[src/rtl/peri_pkg.sv]
// peri_pkg: shared definitions for the peripheral register fabric.
//   state_e    - request FSM states (IDLE / WAIT / RESP)
//   TMO_RDATA  - read data returned when a slave times out
//   SEL_*      - slave-select codes (upper address bits) of the standard peripherals
package peri_pkg;

    typedef enum logic [1:0] {
        ST_IDLE = 2'd0,
        ST_WAIT = 2'd1,
        ST_RESP = 2'd2
    } state_e;

    localparam logic [31:0] TMO_RDATA = 32'hFFFF_FFFF;

    localparam logic [3:0] SEL_UART  = 4'd0;
    localparam logic [3:0] SEL_GPIO  = 4'd1;
    localparam logic [3:0] SEL_RTC   = 4'd2;
    localparam logic [3:0] SEL_TIMER = 4'd3;

endpackage

[src/rtl/peri_reg_fabric_if.sv]
// peri_reg_fabric_if: register-bus master port plus the fanned-out slave channels.
//   reg_*  - master request (cs/wr/addr/wdata/be) and response (rdata/ack/err)
//   slv_*  - one-hot slave select, registered request copy, per-slave rdata/ack
// Modports:
//   master - the host and peripherals side (drives reg_* requests and slave responses)
//   slave  - the fabric itself (peri_reg_fabric)
interface peri_reg_fabric_if #(
    parameter int unsigned NUM_SLV = 4,
    parameter int unsigned ADDR_W  = 11,
    parameter int unsigned SEL_W   = 4
);
    logic                      reg_cs;
    logic                      reg_wr;
    logic [ADDR_W-1:0]         reg_addr;
    logic [31:0]               reg_wdata;
    logic [3:0]                reg_be;
    logic [31:0]               reg_rdata;
    logic                      reg_ack;
    logic                      reg_err;

    logic [NUM_SLV-1:0]        slv_cs;
    logic                      slv_wr;
    logic [ADDR_W-SEL_W-1:0]   slv_addr;
    logic [31:0]               slv_wdata;
    logic [3:0]                slv_be;
    logic [NUM_SLV*32-1:0]     slv_rdata;
    logic [NUM_SLV-1:0]        slv_ack;

    modport master (
        output reg_cs, reg_wr, reg_addr, reg_wdata, reg_be,
        input  reg_rdata, reg_ack, reg_err,
        input  slv_cs, slv_wr, slv_addr, slv_wdata, slv_be,
        output slv_rdata, slv_ack
    );

    modport slave (
        input  reg_cs, reg_wr, reg_addr, reg_wdata, reg_be,
        output reg_rdata, reg_ack, reg_err,
        output slv_cs, slv_wr, slv_addr, slv_wdata, slv_be,
        input  slv_rdata, slv_ack
    );
endinterface

[src/rtl/peri_tmo_cnt.sv]
// peri_tmo_cnt: slave-wait timeout counter, only built with PERI_FABRIC_TIMEOUT_EN.
//   clk  - rising-edge clock
//   rst  - synchronous active-high reset, clears the count
//   run  - high while the fabric waits on a slave; low clears the count
//   hit  - the count reaches TMO_CYC in the current wait cycle
`ifdef PERI_FABRIC_TIMEOUT_EN
module peri_tmo_cnt #(
    parameter int unsigned TMO_CYC = 255
) (
    input  logic clk,
    input  logic rst,
    input  logic run,
    output logic hit
);
    logic [15:0] cnt_q, cnt_d;
    logic [16:0] cnt_inc;

    always_comb begin
        cnt_inc = {1'b0, cnt_q} + 17'd1;
        cnt_d   = run ? cnt_inc[15:0] : '0;
    end

    // cnt_inc is the number of wait cycles including the current one.
    assign hit = run && (cnt_inc == 17'(TMO_CYC));

    always_ff @(posedge clk) begin
        if (rst) begin
            cnt_q <= '0;
        end else begin
            cnt_q <= cnt_d;
        end
    end
endmodule
`endif

[src/rtl/peri_reg_fabric.sv]
// peri_reg_fabric: decodes a register-bus request onto one of NUM_SLV peripheral
// channels and returns the slave response as a one-cycle ack.
//   mclk    - the only clock, rising edge
//   s_reset - synchronous active-high reset
//   bus     - peri_reg_fabric_if.slave (reg_* master port, slv_* slave channels)
// Optional feature: define PERI_FABRIC_TIMEOUT_EN to end a slave wait after
// TMO_CYC cycles with reg_err=1 and rdata=TMO_RDATA.
module peri_reg_fabric
    import peri_pkg::*;
#(
    parameter int unsigned NUM_SLV = 4,
    parameter int unsigned ADDR_W  = 11,
    parameter int unsigned SEL_W   = 4,
    parameter int unsigned TMO_CYC = 255
) (
    input logic              mclk,
    input logic              s_reset,
    peri_reg_fabric_if.slave bus
);
    localparam int unsigned OFS_W = ADDR_W - SEL_W;

    if (NUM_SLV < 1 || NUM_SLV > 16 || TMO_CYC < 1 || TMO_CYC > 65535) begin : g_bad_param
        $error("peri_reg_fabric: NUM_SLV or TMO_CYC out of range");
    end

    state_e           state_q, state_d;
    logic             wr_q, wr_d;
    logic [OFS_W-1:0] addr_q, addr_d;
    logic [31:0]      wdata_q, wdata_d;
    logic [3:0]       be_q, be_d;
    logic [SEL_W-1:0] sel_q, sel_d;
    logic [31:0]      rdata_q, rdata_d;
    logic             err_q, err_d;

    logic [SEL_W-1:0] req_sel;
    logic             sel_ack;
    logic [31:0]      sel_rdata;
    logic             tmo_hit;

    assign req_sel = bus.reg_addr[ADDR_W-1 -: SEL_W];

    // Only the selected slave's ack/rdata are ever looked at.
    always_comb begin
        sel_ack   = 1'b0;
        sel_rdata = '0;
        for (int unsigned i = 0; i < NUM_SLV; i++) begin
            if (32'(sel_q) == i) begin
                sel_ack   = bus.slv_ack[i];
                sel_rdata = bus.slv_rdata[32*i +: 32];
            end
        end
    end

`ifdef PERI_FABRIC_TIMEOUT_EN
    peri_tmo_cnt #(.TMO_CYC(TMO_CYC)) u_tmo_cnt (
        .clk (mclk),
        .rst (s_reset),
        .run (state_q == ST_WAIT),
        .hit (tmo_hit)
    );
`else
    assign tmo_hit = 1'b0;
`endif

    // State register
    always_ff @(posedge mclk) begin
        if (s_reset) begin
            state_q <= ST_IDLE;
            wr_q    <= 1'b0;
            addr_q  <= '0;
            wdata_q <= '0;
            be_q    <= '0;
            sel_q   <= '0;
            rdata_q <= '0;
            err_q   <= 1'b0;
        end else begin
            state_q <= state_d;
            wr_q    <= wr_d;
            addr_q  <= addr_d;
            wdata_q <= wdata_d;
            be_q    <= be_d;
            sel_q   <= sel_d;
            rdata_q <= rdata_d;
            err_q   <= err_d;
        end
    end

    // Next state and captured request/response
    always_comb begin
        state_d = state_q;
        wr_d    = wr_q;
        addr_d  = addr_q;
        wdata_d = wdata_q;
        be_d    = be_q;
        sel_d   = sel_q;
        rdata_d = rdata_q;
        err_d   = err_q;
        unique case (state_q)
            ST_IDLE: begin
                if (bus.reg_cs) begin
                    wr_d    = bus.reg_wr;
                    addr_d  = bus.reg_addr[OFS_W-1:0];
                    wdata_d = bus.reg_wdata;
                    be_d    = bus.reg_be;
                    sel_d   = req_sel;
                    rdata_d = '0;
                    if (32'(req_sel) < NUM_SLV) begin
                        err_d   = 1'b0;
                        state_d = ST_WAIT;
                    end else begin
                        err_d   = 1'b1;
                        state_d = ST_RESP;
                    end
                end
            end
            ST_WAIT: begin
                // An ack in the timeout cycle wins over the timeout.
                if (sel_ack) begin
                    rdata_d = wr_q ? '0 : sel_rdata;
                    err_d   = 1'b0;
                    state_d = ST_RESP;
                end else if (tmo_hit) begin
                    rdata_d = wr_q ? '0 : TMO_RDATA;
                    err_d   = 1'b1;
                    state_d = ST_RESP;
                end
            end
            ST_RESP: state_d = ST_IDLE;
            default: state_d = ST_IDLE;
        endcase
    end

    // Outputs
    always_comb begin
        bus.reg_ack   = 1'b0;
        bus.reg_err   = 1'b0;
        bus.reg_rdata = '0;
        bus.slv_cs    = '0;
        if (state_q == ST_RESP) begin
            bus.reg_ack   = 1'b1;
            bus.reg_err   = err_q;
            bus.reg_rdata = rdata_q;
        end
        if (state_q == ST_WAIT) begin
            for (int unsigned i = 0; i < NUM_SLV; i++) begin
                if (32'(sel_q) == i) begin
                    bus.slv_cs[i] = 1'b1;
                end
            end
        end
    end

    assign bus.slv_wr    = wr_q;
    assign bus.slv_addr  = addr_q;
    assign bus.slv_wdata = wdata_q;
    assign bus.slv_be    = be_q;

endmodule
[src/flat_wrapper.sv]
// flat-port wrapper written by rule: the top's interface ports become plain ports
module peri_reg_fabric_flat import peri_pkg::*;
#(
    parameter int unsigned NUM_SLV = 4,
    parameter int unsigned ADDR_W  = 11,
    parameter int unsigned SEL_W   = 4,
    parameter int unsigned TMO_CYC = 255
)
  (mclk, s_reset, bus_reg_cs, bus_reg_wr, bus_reg_addr, bus_reg_wdata, bus_reg_be, bus_reg_rdata, bus_reg_ack, bus_reg_err, bus_slv_cs, bus_slv_wr, bus_slv_addr, bus_slv_wdata, bus_slv_be, bus_slv_rdata, bus_slv_ack);
  peri_reg_fabric_if #(.NUM_SLV(NUM_SLV), .ADDR_W(ADDR_W), .SEL_W(SEL_W)) bus_i ();
  input logic mclk;
  input logic s_reset;
  input wire logic [$bits(bus_i.reg_cs)-1:0] bus_reg_cs;
  input wire logic [$bits(bus_i.reg_wr)-1:0] bus_reg_wr;
  input wire logic [$bits(bus_i.reg_addr)-1:0] bus_reg_addr;
  input wire logic [$bits(bus_i.reg_wdata)-1:0] bus_reg_wdata;
  input wire logic [$bits(bus_i.reg_be)-1:0] bus_reg_be;
  output wire logic [$bits(bus_i.reg_rdata)-1:0] bus_reg_rdata;
  output wire logic [$bits(bus_i.reg_ack)-1:0] bus_reg_ack;
  output wire logic [$bits(bus_i.reg_err)-1:0] bus_reg_err;
  output wire logic [$bits(bus_i.slv_cs)-1:0] bus_slv_cs;
  output wire logic [$bits(bus_i.slv_wr)-1:0] bus_slv_wr;
  output wire logic [$bits(bus_i.slv_addr)-1:0] bus_slv_addr;
  output wire logic [$bits(bus_i.slv_wdata)-1:0] bus_slv_wdata;
  output wire logic [$bits(bus_i.slv_be)-1:0] bus_slv_be;
  input wire logic [$bits(bus_i.slv_rdata)-1:0] bus_slv_rdata;
  input wire logic [$bits(bus_i.slv_ack)-1:0] bus_slv_ack;
  assign bus_i.reg_cs = bus_reg_cs;
  assign bus_i.reg_wr = bus_reg_wr;
  assign bus_i.reg_addr = bus_reg_addr;
  assign bus_i.reg_wdata = bus_reg_wdata;
  assign bus_i.reg_be = bus_reg_be;
  assign bus_reg_rdata = bus_i.reg_rdata;
  assign bus_reg_ack = bus_i.reg_ack;
  assign bus_reg_err = bus_i.reg_err;
  assign bus_slv_cs = bus_i.slv_cs;
  assign bus_slv_wr = bus_i.slv_wr;
  assign bus_slv_addr = bus_i.slv_addr;
  assign bus_slv_wdata = bus_i.slv_wdata;
  assign bus_slv_be = bus_i.slv_be;
  assign bus_i.slv_rdata = bus_slv_rdata;
  assign bus_i.slv_ack = bus_slv_ack;
  peri_reg_fabric #(.NUM_SLV(NUM_SLV), .ADDR_W(ADDR_W), .SEL_W(SEL_W), .TMO_CYC(TMO_CYC)) u_core (.mclk(mclk), .s_reset(s_reset), .bus(bus_i));
endmodule
[config.mk]
export PLATFORM = sky130hd
export DESIGN_NAME = peri_reg_fabric_flat
export DESIGN_NICKNAME = d
export VERILOG_FILES = /design/src/rtl/peri_pkg.sv /design/src/rtl/peri_reg_fabric_if.sv /design/src/rtl/peri_tmo_cnt.sv /design/src/rtl/peri_reg_fabric.sv /design/src/flat_wrapper.sv
export SDC_FILE = /design/constraint.sdc
export NUM_CORES = 1
export LEC_CHECK = 0
export CAP_MARGIN = 40
export CORE_MARGIN = 3
export CORE_UTILIZATION = 39
export DETAILED_ROUTE_END_ITERATION = 7
export PLACE_DENSITY = 0.95
export SLEW_MARGIN = 5
export SYNTH_ARGS = -nofsm -noshare
export SYNTH_HDL_FRONTEND = slang
export SYNTH_HIERARCHICAL = 1
export SYNTH_SLANG_ARGS = --single-unit
export TNS_END_PERCENT = 10
[constraint.sdc]
create_clock -name mclk -period 3.2 [get_ports mclk]
set_clock_uncertainty 0.2 [all_clocks]
set_input_delay 0.48 -clock mclk [delete_from_list [all_inputs] [get_ports mclk]]
set_output_delay 0.48 -clock mclk [all_outputs]
set_load 0.02 [all_outputs]
==> results.cfg <==
[status]
run_status = complete, no violations

[global_route]
grt_antenna_before_repair = 0
grt_pass1_vias = 4430
grt_max_degree = 66
grt_pass1_wl_um = 21100
globalRouteOverflowTotal = 0
grt_usage_pct = 22.3

[yosys]
synthMuxAreaShare_pct = 16.0
synth_flop_cell = dfxtp_1
synth_cell_types = 30
synth_top_family_by_area = compound AO/OA/AOI/OAI gates
avgSynthCellArea_um2 = 8.78
synth_area_leader_cell = dfxtp_1
synthSimpleGateAreaFrac_pct = 17.5
synthAdderAreaFrac_pct = 0
synthArstFlopShare_pct = 0
synth.yosys.seq_area_share_pct = 40.7
syn_area_um2 = 4080
synth_xor_area_share_pct = 0
synth_top_area_share_pct = 40.7
yosysMostFrequentCell = nand2_1
syn-num-nets = 648
yosys-top-cells-count = 100 x nand2_1, 83 x dfxtp_1, 64 x mux2i_1
synthCells = 465
synth_compound_area_share_pct = 21.3
synth-seq-cells = 83
yosysWarnings = 6
synth-edff-count = 0
synth_area_leaders = dfxtp_1 41%, mux2i_1 16%, nand2_1 9.2%, a22o_1 6.9%, o2bb2ai_1 6.9%

[clock_network]
clk_pin_slew_ns = 0.08
ctsLongestPathBuffers = 2
cts_resized = 0
htreeDepth = 3
postCtsHoldBufs = 0
cts.sinks = 83
insertion_delay_ns = 0.33
cts_inserted_buffers = 9
cts_tree = yes
cts_setup_buffers = 0
clock-root-buffer = clkbuf_8

[critical_path]
critPathCaptureType = output pin
crit_type = flop to output pin
cp_max_fo = 10
critPathArrivalTime_ns = 2.13
required_ns = 2.52
crit_path_start_kind = flop
worst_r2r_startpoint = u_core/sel_q[1]$_SDFFE_PP0P_
crit_start = u_core/state_q[0]$_SDFFE_PP0P_

[timing]
min_period_ns = 2.81
period_share_pct = 87.7
clock.fmax_ghz = 0.356
slew_headroom_pct = 59.5
hold_viol = 0
final.setup.tns_ns = 0
setup_viol = 0
rsz0062_at_grt = no
tightest_slew_ns = 0.606
whs_ns = 0.256
maxSlewViolCount = 0

[final_layout]
diodes = 0
fin_nets = 892
fill_cells = 732
area_growth_pct = 71.8
drive_gt1_share_pct = 4.90

[min_path]
hp-class = flop to flop
min_from = u_core/bus.slv_wdata[9]$_SDFFE_PP0P_

[floorplanning]
die_w_um = 108
core_area_um2 = 9950
num_rows = 36
start_util_pct = 41.0
die_area_um2 = 11700
ioPinCount = 265
die_y_um = 108

[route]
antenna_left = 0
viasPerCell = 5.05
dr.pass1.iters = 4
first_iter_violations = 193
dr_total_vias = 4276
wl_per_cell_um = 16.5
remaining_drc_errors = 0
routed_wl_um = 14000

[run]
drv_cap = 0

[placed_design]
dp_hpwl_um = 10800
io_buffers = 264
routabilityCongestion = 0.779

[power]
leakagePower_nw = 2.59
max-vdd-ir-drop_mv = 0.318
powerDensity_nw_per_um2 = 371
[through the flow]
stage | setup slack, ns | power, mW | util (%) | area, um^2 | std cells
3_5_place_dp | 0.537 | 1.80 | 68.2 | 6790 | 831
2_1_floorplan | 1.15 | 1.43 | - | 4080 | 465
4_1_cts | 0.389 | 2.63 | 70.5 | 7010 | 847
3_3_place_gp | 0.718 | 1.78 | 68.2 | 6790 | 831
5_1_grt | 0.276 | 2.72 | 70.5 | 7010 | 847
6_report | 0.394 | 2.60 | 70.5 | 7010 | 847
[final cells by class]
class	count	area, um^2	area share, %
repair buffers	273	2720	38.8
clock inverters	7	98.8	1.41
flip-flops and latches	83	1670	23.7
clock buffers	9	124	1.77
well taps	133	166	2.37
multi-input cells	341	2240	31.9
inverters	1	3.75	0.0535
[power by group]
part	switching (mW)	leakage, nW	internal, mW	total [mW]
sequential	0.0307	0.678	1.08	1.11
combinational	0.282	1.80	0.380	0.662
clock	0.385	0.111	0.447	0.832
total	0.698	2.59	1.90	2.60
[sequential cells by signal, summed over array words and instances (netlist names)]
register	cells
u_core/bus.slv_addr	7
u_core/bus.slv_wdata	32
u_core/state_q	2
u_core/bus.slv_be	4
u_core/err_q	1
u_core/sel_q	4
u_core/bus.slv_wr	1
u_core/rdata_q	32
[cell usage in the layout, fill, tap and decap left out, types with 2 or more instances in the layout]
cell type,count
a22o_1,32
inv_6,3
bufinv_16,2
buf_4,8
o21ai_0,2
a21oi_1,49
mux2i_1,64
nor3_1,5
clkdlybuf4s50_1,263
dfxtp_1,82
nand2_1,100
o2bb2ai_1,32
clkbuf_8,9
and2_1,34
nor2_1,7
[routing by layer]
metal | track usage, % | up-vias | routed length, um
li1 | - | 2120 | -
met1 | 23.8 | 1957 | 5280
met2 | 40.5 | 171 | 6940
met3 | 8.18 | 28 | 1450
met4 | 7.03 | 0 | 290
met5 | 0 | - | 0
[cell families (layout without fill, tap and decap cells)]
| logic type | count (synthesis) | after routing |
|---|---|---|
| simple gates | 155 | 155 |
| buf+inv | 41 | 290 |
| mux | 65 | 65 |
| flops | 83 | 83 |
| compound gates | 121 | 121 |
[final timing paths]
path / slack, ns / depth (start not counted) / endpoint
setup / recovery: 0.39 / 4 / bus_slv_cs[0]
hold / removal: 0.26 / 2 / u_core/bus.slv_wdata[9]$_SDFFE_PP0P_
setup reg to reg: 0.72 / 6 / u_core/rdata_q[9]$_SDFFE_PP0P_
hold reg to reg: 0.26 / 2 / u_core/bus.slv_wdata[9]$_SDFFE_PP0P_
[critical path, cell delays in order (launching register included)]
cell,delay (ns)
dfxtp_1,0.52
nor2b_1,0.28
nand2_1,0.14
nor3_1,0.21
clkdlybuf4s50_1,0.65
(Power assumes the default switching activity.)
